`config.mk`:
```
export PLATFORM = sky130hd
export DESIGN_NAME = ball_motion_engine
export DESIGN_NICKNAME = d
export VERILOG_FILES = /design/src/rtl/ball_motion_engine.sv
export SDC_FILE = /design/constraint.sdc
export NUM_CORES = 1
export LEC_CHECK = 0
export ABC_AREA = 1
export CAP_MARGIN = 0
export CORE_UTILIZATION = 26
export CTS_CLUSTER_SIZE = 40
export DETAILED_ROUTE_END_ITERATION = 16
export SYNTH_ARGS = -nofsm -noshare
export SYNTH_HDL_FRONTEND = slang
export SYNTH_SLANG_ARGS = --single-unit
```
`constraint.sdc`:
```
create_clock -name clk -period 2.1 [get_ports clk]
set_input_delay 0.63 -clock clk [delete_from_list [all_inputs] [get_ports clk]]
set_output_delay 0.63 -clock clk [all_outputs]
set_load 0.01 [all_outputs]
```
`src/rtl/ball_motion_engine.sv`:
```
// Ball kinematics for the PingPong playfield: serve, per-frame motion, wall/paddle
// reflection, speed-up and goal detection. Define BALL_SPIN_EN to let paddle_offset steer vy.
module ball_motion_engine #(
   parameter int          FIELD_W          = 64,
   parameter int          FIELD_H          = 64,
   parameter int          POS_W            = 8,
   parameter int          VEL_W            = 4,
   parameter int          VX_INIT          = 2,
   parameter int          VX_MAX           = 6,
   parameter int          HITS_PER_SPEEDUP = 4,
   parameter logic [15:0] LFSR_SEED        = 16'hACE1
) (
   input  logic             clk,
   input  logic             reset,
   input  logic             frame_tick,
   input  logic             serve,
   input  logic             serve_dir,
   input  logic             paddle_hit_l,
   input  logic             paddle_hit_r,
   input  logic [1:0]       paddle_offset,
   output logic [POS_W-1:0] bx,
   output logic [POS_W-1:0] by,
   output logic             bx_dir,
   output logic             by_dir,
   output logic [VEL_W-1:0] vx_mag,
   output logic [VEL_W-1:0] vy_mag,
   output logic [1:0]       state,
   output logic             goal_l,
   output logic             goal_r
);

   localparam logic [1:0] ST_IDLE  = 2'd0;
   localparam logic [1:0] ST_SERVE = 2'd1;
   localparam logic [1:0] ST_MOVE  = 2'd2;
   localparam logic [1:0] ST_SCORE = 2'd3;

   localparam int HIT_W = (HITS_PER_SPEEDUP < 2) ? 1 : $clog2(HITS_PER_SPEEDUP + 1);

   localparam logic [POS_W-1:0] X_CTR     = POS_W'(FIELD_W / 2);
   localparam logic [POS_W-1:0] Y_CTR     = POS_W'(FIELD_H / 2);
   localparam logic [POS_W:0]   X_LIM     = (POS_W+1)'(FIELD_W - 1);
   localparam logic [POS_W:0]   Y_LIM     = (POS_W+1)'(FIELD_H - 1);
   localparam logic [VEL_W-1:0] VX_INIT_V = VEL_W'(VX_INIT);
   localparam logic [VEL_W-1:0] VX_MAX_V  = VEL_W'(VX_MAX);
   localparam logic [HIT_W-1:0] HITS_V    = HIT_W'(HITS_PER_SPEEDUP);

   logic [1:0]       state_q, state_d;
   logic [POS_W-1:0] bx_q, bx_d, by_q, by_d;
   logic             bx_dir_q, bx_dir_d, by_dir_q, by_dir_d;
   logic [VEL_W-1:0] vx_q, vx_d, vy_q, vy_d;
   logic [HIT_W-1:0] hits_q, hits_d;
   logic [15:0]      lfsr_q, lfsr_d;
   logic             goal_l_q, goal_l_d, goal_r_q, goal_r_d;

   logic             ret;
   logic             goal_left, goal_right;
   logic [POS_W:0]   bx_ext, by_ext, vx_ext, vy_ext;
   logic [VEL_W-1:0] vy_n;
   logic             ydir_n;

`ifdef BALL_SPIN_EN
   logic signed [VEL_W+1:0] vy_spin;
`else
   logic unused_offset;
   assign unused_offset = ^paddle_offset;
`endif

   // Only the paddle the ball is travelling toward can return it; a return masks any goal.
   assign ret        = bx_dir_q ? paddle_hit_r : paddle_hit_l;
   assign bx_ext     = {1'b0, bx_q};
   assign vx_ext     = (POS_W+1)'(vx_q);
   assign goal_left  = !ret && !bx_dir_q && (bx_ext < vx_ext);
   assign goal_right = !ret &&  bx_dir_q && ((bx_ext + vx_ext) > X_LIM);

   always_comb begin
      state_d  = state_q;
      bx_d     = bx_q;
      by_d     = by_q;
      bx_dir_d = bx_dir_q;
      by_dir_d = by_dir_q;
      vx_d     = vx_q;
      vy_d     = vy_q;
      hits_d   = hits_q;
      goal_l_d = 1'b0;
      goal_r_d = 1'b0;
      lfsr_d   = {lfsr_q[0] ^ lfsr_q[2] ^ lfsr_q[3] ^ lfsr_q[5], lfsr_q[15:1]};
      vy_n     = vy_q;
      ydir_n   = by_dir_q;
      by_ext   = {1'b0, by_q};
      vy_ext   = '0;
`ifdef BALL_SPIN_EN
      vy_spin  = '0;
`endif

      case (state_q)
         ST_IDLE: begin
            bx_d = X_CTR;
            by_d = Y_CTR;
            if (serve) state_d = ST_SERVE;
         end

         ST_SERVE: begin
            vx_d     = VX_INIT_V;
            vy_d     = (lfsr_q[1:0] == 2'd3) ? VEL_W'(1) : VEL_W'(lfsr_q[1:0]) + VEL_W'(1);
            by_dir_d = lfsr_q[2];
            bx_dir_d = serve_dir;
            hits_d   = '0;
            state_d  = ST_MOVE;
         end

         ST_MOVE: begin
            if (frame_tick) begin
               if (ret) begin
                  bx_dir_d = ~bx_dir_q;
                  if (HITS_PER_SPEEDUP != 0) begin
                     if (hits_q + HIT_W'(1) == HITS_V) begin
                        hits_d = '0;
                        vx_d   = (vx_q >= VX_MAX_V) ? VX_MAX_V : vx_q + VEL_W'(1);
                     end else begin
                        hits_d = hits_q + HIT_W'(1);
                     end
                  end
`ifdef BALL_SPIN_EN
                  vy_spin = $signed({2'b00, vy_q}) + (VEL_W+2)'($signed(paddle_offset));
                  if (vy_spin < $signed((VEL_W+2)'(1)))      vy_n = VEL_W'(1);
                  else if (vy_spin > $signed((VEL_W+2)'(3))) vy_n = VEL_W'(3);
                  else                                       vy_n = vy_spin[VEL_W-1:0];
                  if (paddle_offset != 2'b00) ydir_n = ~paddle_offset[1];
`endif
               end else if (goal_left) begin
                  goal_l_d = 1'b1;
                  state_d  = ST_SCORE;
               end else if (goal_right) begin
                  goal_r_d = 1'b1;
                  state_d  = ST_SCORE;
               end else begin
                  bx_d = bx_dir_q ? bx_q + POS_W'(vx_q) : bx_q - POS_W'(vx_q);
               end

               // Y uses the post-return speed/direction; a scoring tick freezes the ball.
               vy_d     = vy_n;
               by_dir_d = ydir_n;
               vy_ext   = (POS_W+1)'(vy_n);
               if (!goal_left && !goal_right) begin
                  if (!ydir_n && (by_ext < vy_ext)) begin
                     by_d     = '0;
                     by_dir_d = 1'b1;
                  end else if (ydir_n && ((by_ext + vy_ext) > Y_LIM)) begin
                     by_d     = Y_LIM[POS_W-1:0];
                     by_dir_d = 1'b0;
                  end else begin
                     by_d = ydir_n ? by_q + POS_W'(vy_n) : by_q - POS_W'(vy_n);
                  end
               end
            end
         end

         default: begin
            if (frame_tick) begin
               state_d = ST_IDLE;
               bx_d    = X_CTR;
               by_d    = Y_CTR;
               vx_d    = '0;
               vy_d    = '0;
            end
         end
      endcase
   end

   always_ff @(posedge clk) begin
      if (!reset) begin
         state_q  <= ST_IDLE;
         bx_q     <= X_CTR;
         by_q     <= Y_CTR;
         bx_dir_q <= 1'b0;
         by_dir_q <= 1'b0;
         vx_q     <= '0;
         vy_q     <= '0;
         hits_q   <= '0;
         lfsr_q   <= LFSR_SEED;
         goal_l_q <= 1'b0;
         goal_r_q <= 1'b0;
      end else begin
         state_q  <= state_d;
         bx_q     <= bx_d;
         by_q     <= by_d;
         bx_dir_q <= bx_dir_d;
         by_dir_q <= by_dir_d;
         vx_q     <= vx_d;
         vy_q     <= vy_d;
         hits_q   <= hits_d;
         lfsr_q   <= lfsr_d;
         goal_l_q <= goal_l_d;
         goal_r_q <= goal_r_d;
      end
   end

   assign bx     = bx_q;
   assign by     = by_q;
   assign bx_dir = bx_dir_q;
   assign by_dir = by_dir_q;
   assign vx_mag = vx_q;
   assign vy_mag = vy_q;
   assign state  = state_q;
   assign goal_l = goal_l_q;
   assign goal_r = goal_r_q;

endmodule

```
==> impl_metrics.env <==
export IMPL_grt_start_max_net_pins=31
export IMPL_synth_compound_area_share_pct=8.84
export IMPL_path_cells="inv_2, ha_4, inv_2, fa_2, nand2_2, inv_2, o21ai_4, nand3_2, nor2_4, a21oi_4, buf_6, nand4_4, nand2_1, nand2_1, nor2_1"
export IMPL_vias_per_cell=4.70
export IMPL_critPathKind="reg2reg"
export IMPL_die_x_um=109
export IMPL_worst_slew_pin_transition_ps=542
export IMPL_wl_met3_um=325
export IMPL_slowest_delay_ps=360
export IMPL_multi_input_area_mm2=0.00195
export IMPL_cap_violations=0
export IMPL_slowest_stage="fa_2"
export IMPL_clk_latency_ps=290
export IMPL_required_ps=2280
export IMPL_synth_top_family_by_area="simple AND/OR/NAND/NOR gates"
export IMPL_netlist_instances=442
export IMPL_yosysWarnings=0
export IMPL_wl_met1_um=3680
export IMPL_crit_fanout=7
export IMPL_netlist_area_mm2=0.00300
export IMPL_clockBufferDepth=2
export IMPL_dr_pass1_iters=5
export IMPL_p_leak_uw=0.00199
export IMPL_synth_avg_cell_area_um2=6.79
export IMPL_ys_top_cells_by_area="dfxtp_1, nand2_1, ha_1"
export IMPL_final_layout_size_suffix_gt1_share_pct=24.5
export IMPL_power_density_mw_per_mm2=1420
export IMPL_num_fill_cells=1128
export IMPL_grt_pass1_wl_um=12900
export IMPL_worstSetupStartpointType="register"
export IMPL_drt_iter0_markers=151
export IMPL_synth_simple_area_share_pct=34.8
export IMPL_relSlewSlack_pct=63.8
export IMPL_clock_skew_ps=7.77
export IMPL_synthMuxAreaShare_pct=0.334
export IMPL_dp_hpwl_um=5830
export IMPL_io_buffers=34
export IMPL_cts_max_level=2
export IMPL_fin_setup_tns_ps=0
export IMPL_fmax_mhz=483
export IMPL_ys_ff_latch=47
export IMPL_final_seq_area_um2=947
export IMPL_min_path_type="reg2reg"
export IMPL_synthAdderAreaFrac_pct=11.4
export IMPL_ys_types=36
export IMPL_cp_top_family="simple AND/OR/NAND/NOR gates"
export IMPL_path_buf_inv=4
export IMPL_core_area_mm2=0.0110
export IMPL_cts_tree="done"
export IMPL_synth_edff_count=0
export IMPL_num_rows=38
export IMPL_cp_common_cell="inv_2"
export IMPL_synth_most_common_cell="nand2_1"
export IMPL_cts_buffers=5
export IMPL_drt_total_wl_um=8190
export IMPL_seq_area_frac_synth_pct=31.4
export IMPL_dp_cells=644
export IMPL_postRouteAntennaNets=0
export IMPL_postLayoutCoreUtil_pct=38.4
export IMPL_synth_top_area_share_pct=31.4
export IMPL_timing_final_max_slew_violations=0
export IMPL_antenna_found_initial=0
export IMPL_cts_sinks=47
export IMPL_vias=3114
export IMPL_period_share_pct=98.5
export IMPL_setup_viol=0
export IMPL_synth_flop_cell="dfxtp_1"
export IMPL_nNetsFinal=555
export IMPL_wl_met2_um=4010
export IMPL_clkTransAtPathRegs_ps=70
export IMPL_num_antenna_cells=0
export IMPL_synthToLayoutAreaGrowth_pct=41.1
export IMPL_ys_top_cells_by_count="nand2_1, nor2_1, inv_1"
export IMPL_min_period_ps=2070
export IMPL_num_io_pins=39
export IMPL_routedWlPerCell_um=12.4
export IMPL_place_congestion=0.843
export IMPL_holdWs_ps=413
export IMPL_rsz0062_at_grt="true"
export IMPL_grt_pass1_vias=2881
export IMPL_dieArea_mm2=0.0120
export IMPL_grt_use_total_pct=13.8
export IMPL_die_y_um=109
export IMPL_arrival_ps=2250
export IMPL_drcViolationCount=0
export IMPL_hold_buffers=0
export IMPL_final_cells=662
export IMPL_hold_violations=0
export IMPL_start_util_pct=27.2
export IMPL_synth_xor_area_share_pct=2.63
export IMPL_highest_layer="met4"
export IMPL_ir_worst_vdd_mv=0.459
export IMPL_async_flop_share_pct=0
export IMPL_grt_overflow=0
export IMPL_yosysTopAreaCell="dfxtp_1"
export IMPL_crit_path_end_kind="register"
export IMPL_outcome="finished clean"
export IMPL_root_buffer="clkbuf_16"
==> area by class of cell <==
type	instances	share of cell area [%]
Clock buffer	6	3.28
Clock inverter	2	0.917
Inverter	63	5.59
Multi-Input combinational cell	320	46.2
Sequential cell	47	22.4
Tap cell	140	4.14
Timing Repair Buffer	84	17.5
==> through the flow <==
stage	power (uW)	setup WS, ps	instance area [um^2]
2_1_floorplan	3340	4.41	3000
3_3_place_gp	4470	-151	3760
3_5_place_dp	4540	-152	3760
4_1_cts	5590	-4.21	3990
5_1_grt	6550	-86.3	4230
6_report	6030	31.6	4230
==> kinds of logic (layout without fill, tap and decap cells) <==
kind of cell / after synthesis / count (layout)
flops: 47 / 47
xor+xnor: 9 / 9
simple gates: 236 / 237
other cells: 1 / 2
fa+ha+maj: 25 / 25
buf+inv: 77 / 155
mux: 1 / 1
compound gates: 46 / 46
==> timing repair <==
action	4_1_cts	5_1_grt
endpoints found under the setup margin	20	20
gates resized for setup	15	47
pin swaps	5	22
setup buffers	2	7
cloned	0	1
==> routing by layer <==
layer  track usage [%]  vias to the layer above
li1                  -                     1557
met1              16.4                     1467
met2              24.0                       73
met3              3.14                       17
met4              5.24                        0
met5                 0                        -
==> registers in the layout, indices dropped and copies added (netlist names) <==
| signal | flops |
|---|---|
| lfsr_q | 16 |
| bx | 8 |
| by | 8 |
| vx_mag | 4 |
| hits_q | 3 |
| state | 2 |
| vy_mag | 2 |
| bx_dir | 1 |
| by_dir | 1 |
| goal_l | 1 |
| goal_r | 1 |
==> worst reg2reg max path, cell delays in order (launching register included) <==
cell	delay (ps)
dfxtp_2	330
inv_2	70
ha_4	120
inv_2	40
fa_2	360
nand2_2	80
inv_2	50
o21ai_4	160
nand3_2	110
nor2_4	130
a21oi_4	100
buf_6	140
nand4_4	110
nand2_1	70
nand2_1	60
nor2_1	30
==> placed cells by master (no fill, tap or decap), types with 6 or more instances in the layout <==
master	netlist	routed
nor2_1	60	55
a21oi_1	20	16
nand4_1	14	14
clkdlybuf4s50_1	0	34
dfxtp_1	47	42
xor2_1	7	7
ha_1	21	16
o21ai_0	10	10
nand2_2	2	11
nor3_1	6	6
buf_4	2	46
nand2_1	111	101
nand3_1	28	25
inv_1	55	46
inv_2	6	15
or2_2	7	7
==> power by group <==
part	total [uW]	switching (uW)	internal, uW
sequential	1410	299	1110
clock	965	366	600
combinational	3650	2010	1640
total	6030	2670	3350
==> path summary, 6_finish.rpt <==
| kind | startpoint | endpoint | slack [ps] | cells past startpoint |
|---|---|---|---|---|
| worst max-delay path | bx[0]$_SDFFE_PN0P_ | bx[1]$_SDFFE_PN0P_ | 30 | 15 |
| worst max register to register | bx[0]$_SDFFE_PN0P_ | bx[1]$_SDFFE_PN0P_ | 30 | 15 |
| worst min register to register | lfsr_q[10]$_SDFF_PN1_ | lfsr_q[9]$_SDFF_PN0_ | 410 | 2 |
| worst min-delay path | lfsr_q[10]$_SDFF_PN1_ | lfsr_q[9]$_SDFF_PN0_ | 410 | 2 |
Power figures use the tool's default switching activity.
==> edit 1, RTL diff (same flow settings) <==
Change the parameter `VEL_W` from 4 to 3.
--- a/src/rtl/ball_motion_engine.sv
+++ b/src/rtl/ball_motion_engine.sv
@@ -6,3 +6,3 @@
    parameter int          POS_W            = 8,
-   parameter int          VEL_W            = 4,
+   parameter int          VEL_W            = 3,
    parameter int          VX_INIT          = 2,
Ports: changed (resized vx_mag and vy_mag); port bits go from 39 to 37. No check against the original RTL was run, so the function may have changed too.
==> edit 1 against the unedited design <==
The flow now finishes with violations (negative setup slack). Sequential cell count decreased by 1. Clock power decreased by 38%. Wire length decreased by 6.9%. Worst setup slack got worse by 0.062 ns. Synthesized area decreased by 3.5%. Final area decreased by 6.1%. Via count decreased by 9.2%. Power decreased by 11%. Critical path type unchanged. Critical endpoint is now by[0]. Highest routed layer unchanged.
==> edit 1: results (changes against the unedited design) <==
- Sw Share: 47.1% (+2.7 points)
- Pre-antenna DRT Iters: 4 (-1)
- Failing checks: negative setup slack
- Fill count: 1125 (-0.27%)
- Largest net degree at the start of global routing: 34 (+9.7%)
- Global placement routability congestion: 0.852 (+1.0%)
- Drt total wl: 7.62 mm (-6.9%)
- Final Setup Violations: 5 (+5)
- FF-to-FF End: by[0]
- Placed Cells: 612 (-5.0%)
- Mean number of vias per cell: 4.52 (-3.9%)
- Layout cell share with drive strength beyond 1: 24.1% (-0.45 points)
- Worst IR drop on VDD: 502 uV (+9.5%)
- Worst setup margin: -0.0302 ns (-0.0618 ns)
- CP Max Fanout: 4 (-3)
- Clk root buf: clkbuf_8
- Pleak: 1.77 nW (-11%)
- PostCTS Resize Cnt: 24 (+9)
- Unique masters post-synth: 42 (+17%)
- DRT iter0 DRCs: 106 (-30%)
- Dpl hpwl: 5.43 mm (-6.8%)
- Hold Path Sink: lfsr_q[5]
- Largest stage delay, worst path: 0.34 ns (-0.02 ns)
- Clk_lat worst skew: 0.31 ns (+0.02 ns)
- Hold path start: lfsr_q[6]
- Skew final: 0.00790 ns (+0.000132 ns)
- Vias in the first global route: 2765 (-4.0%)
- Synth top cells by count: 95 x nand2_1, 58 x nor2_1, 57 x inv_1
- Outcome: complete, but fails checks
- GRT Overall Usage: 14.0% (+0.23 points)
- Pre-CTS setup slack: -0.149 ns (+0.00347 ns)
- Worst-case reg-to-reg path depth: 14 (-1)
- WL per Instance: 12.2 um (-1.5%)
- Fin Setup TNS: -0.0611 ns (-0.0611 ns)
- WHS Path Cells: 1 (-1)
- Slowest-stage cell, CP: dfxtp_2
- Seq/Total Area, Yosys: 31.8% (+0.43 points)
## edit 1: kinds of logic after synthesis
kind of cell / share of synthesized area [%]
adder cells (fa/ha/maj): 10.5
multiplexers: 0.346
other: 0.130
buffers and inverters: 10.5
AND/OR/NAND/NOR: 33.8
flip-flops: 31.8
AO/OA/AOI/OAI: 10.1
XOR/XNOR: 2.72
## edit 1: metrics by stage
| stage | total power, W | area, um^2 |
|---|---|---|
| 4_1_cts | 0.00520 | 3830 |
| 6_report | 0.00537 | 3970 |
| 3_5_place_dp | 0.00437 | 3590 |
| 5_1_grt | 0.00590 | 3970 |
| 2_1_floorplan | 0.00331 | 2900 |
| 3_3_place_gp | 0.00429 | 3590 |
## edit 1: how the worst max path moves through the flow
stage	start	slack (ns)	to	cells after the start
2_1_floorplan	vx_mag[0]	0.03	bx[3]	15
3_3_place_gp	by[0]	-0.1	by_dir	14
3_5_place_dp	by[0]	-0.15	by_dir	14
4_1_cts	bx[0]	-0.01	bx[1]	14
5_1_grt	by[0]	-0.16	by[0]	14
6_report	by[0]	-0.03	by[0]	14
## edit 1: final cells by class
type / count / area (um^2) / share of cell area (%)
clock buffers: 5 / 68.8 / 1.73
clock inverters: 3 / 26.3 / 0.661
flip-flops and latches: 46 / 927 / 23.3
multi-input cells: 300 / 1880 / 47.4
inverters: 61 / 230 / 5.80
repair buffers: 71 / 661 / 16.6
well taps: 140 / 175 / 4.41
## edit 1: layer usage
metal / track usage, % / part of all wire, % / vias up
li1: - / - / 1456
met1: 16.1 / 44 / 1318
met2: 25.3 / 50 / 42
met3: 3.03 / 4.1 / 13
met4: 4.89 / 1.9 / 0
met5: 0 / 0 / -
==> edit 2, RTL diff (same settings) <==
Without the edit above. The output `goal_l` loses its register stage (`goal_l_q` becomes a continuous assignment).
--- a/src/rtl/ball_motion_engine.sv
+++ b/src/rtl/ball_motion_engine.sv
@@ -180,3 +180,2 @@
          lfsr_q   <= LFSR_SEED;
-         goal_l_q <= 1'b0;
          goal_r_q <= 1'b0;
@@ -192,3 +191,2 @@
          lfsr_q   <= lfsr_d;
-         goal_l_q <= goal_l_d;
          goal_r_q <= goal_r_d;
@@ -196,2 +194,4 @@
    end
+
+   assign goal_l_q = goal_l_d;
 
Check against the original RTL: same outputs for any inputs over 4 cycles, from zero or initial values and one cycle with reset low; that may be too few to reach the edited logic, so the function may still have changed.
==> edit 2 against the unedited design <==
The flow now finishes with violations (negative setup slack). Final area increased by 2.7%. Critical path type is now reg -> out. Synthesized cell count decreased by 1.8%. Wire length increased by 4.9%. Global-route usage increased by 0.94 points. Non-clock buffer count increased by 9. Register-to-register slack got worse by 0.13 ns. Largest cell class unchanged. Worst setup slack got worse by 0.30 ns. Synthesized area increased by 1.1%. Power decreased by 6.9%. Highest routed layer unchanged. Cell count increased by 0.60%. Sequential cell count decreased by 1. Via count decreased by 0.87%.
==> edit 2: results (changes against the unedited design) <==
- Synth top cells by count: 97 x nand2_1, 57 x nor2_1, 52 x inv_1
- Pleak: 1.95 nW (-2.4%)
- Postcts setup bufs: 7 (+5)
- Clock group: 0.000837 W (-13%)
- Unique masters post-synth: 37 (+2.8%)
- Synth Area in Compound Gates: 10.4% (+1.6 points)
- Max_slew headroom: 64.9% (+1.1 points)
- M3 GR Usage: 2.82% (-0.32 points)
- Mean number of vias per cell: 4.64 (-1.5%)
- CP Max Fanout: 2 (-5)
- DRT iter0 DRCs: 98 (-35%)
- Worst Path Arrival: 1.73 ns (-0.52 ns)
- FF-to-FF End: bx[0]
- Largest net degree at the start of global routing: 21 (-32%)
- FF-to-FF setup slack: -0.10 ns (-0.13 ns)
- Multiplexer area fraction after synthesis: 0.330% (-0.0036 points)
- Seq/Total Area, Yosys: 30.4% (-1.0 points)
- Layout cell share with drive strength beyond 1: 28.7% (+4.2 points)
- PostCTS Resize Cnt: 31 (+16)
- Global placement routability congestion: 0.862 (+2.3%)
- Fill count: 1159 (+2.7%)
- First-pass GRT wire length: 13.6 mm (+5.2%)
- Placed Cells: 642 (-0.31%)
- M1 GR Usage: 17.7% (+1.4 points)
- Worst IR drop on VDD: 459 uV (+0.17%)
- Fin Setup TNS: -0.846 ns (-0.846 ns)
- Adder-Cell Fraction of Synth Area: 11.3% (-0.12 points)
- Nets: 556 (+0.18%)
- Post-Synthesis Cells: 434 (-1.8%)
- Worst setup margin: -0.264 ns (-0.295 ns)
- Final Setup Violations: 15 (+15)
- Dpl hpwl: 5.90 mm (+1.2%)
- Pre-CTS setup slack: -0.588 ns (-0.436 ns)
- Switch Pwr: 0.00254 W (-4.8%)
- Outcome: complete, but fails checks
- Failing checks: negative setup slack
- M1 WL: 3.76 mm (+2.2%)
- Capture point of the worst path: goal_l
- Met2 wire len: 4.24 mm (+5.8%)
- Synth Area in XOR/XNOR: 2.60% (-0.028 points)
- Final Non-Filler Cells: 666 (+0.60%)
- Vias in the first global route: 2858 (-0.80%)
-- edit 2: cell count changes after synthesis, moves of 4 or more --
| cell | unedited run | this run |
|---|---|---|
| a21oi_1 | 20 | 28 |
| inv_2 | 6 | 2 |
| nand2_1 | 111 | 97 |
| nand2_2 | 2 | 7 |
| nand4_1 | 14 | 5 |
| nor2_2 | 0 | 4 |
| o21ai_0 | 10 | 14 |
-- edit 2: worst min path at each step --
stage                  to  cells after the start  slack, ns       start
6_report       lfsr_q[11]                      1       0.41  lfsr_q[12]
5_1_grt        lfsr_q[11]                      1       0.43  lfsr_q[12]
4_1_cts        lfsr_q[11]                      1       0.42  lfsr_q[12]
3_5_place_dp   lfsr_q[10]                      1       0.40  lfsr_q[11]
3_3_place_gp    lfsr_q[5]                      1       0.39   lfsr_q[6]
2_1_floorplan  lfsr_q[12]                      2       0.39  lfsr_q[13]
-- edit 2: worst max-delay path: stages (launching register included) --
cell and delay [ns]:
dfxtp_2 0.32, inv_2 0.06, ha_4 0.12, inv_2 0.04, fa_2 0.35, nand2_2 0.08
nand2_2 0.06, nand2_4 0.07, nand4_4 0.10, nor2_4 0.12, buf_6 0.11
-- edit 2: per-stage QoR --
step	util [%]	total power, W	hold WS [ns]
floorplan	-	0.00321	0.390
global placement	33.4	0.00421	0.395
detailed placement	33.4	0.00428	0.400
CTS	36.4	0.00541	0.417
global route	38.2	0.00608	0.425
finish	38.2	0.00561	0.411
-- edit 2: final cells by class --
cell class	instances	area (um^2)	area share, %
inverters	57	223	5.13
multi-input cells	319	2050	47.2
repair buffers	93	803	18.5
clock inverters	3	26.3	0.605
flip-flops and latches	46	935	21.5
well taps	143	179	4.12
clock buffers	5	125	2.88
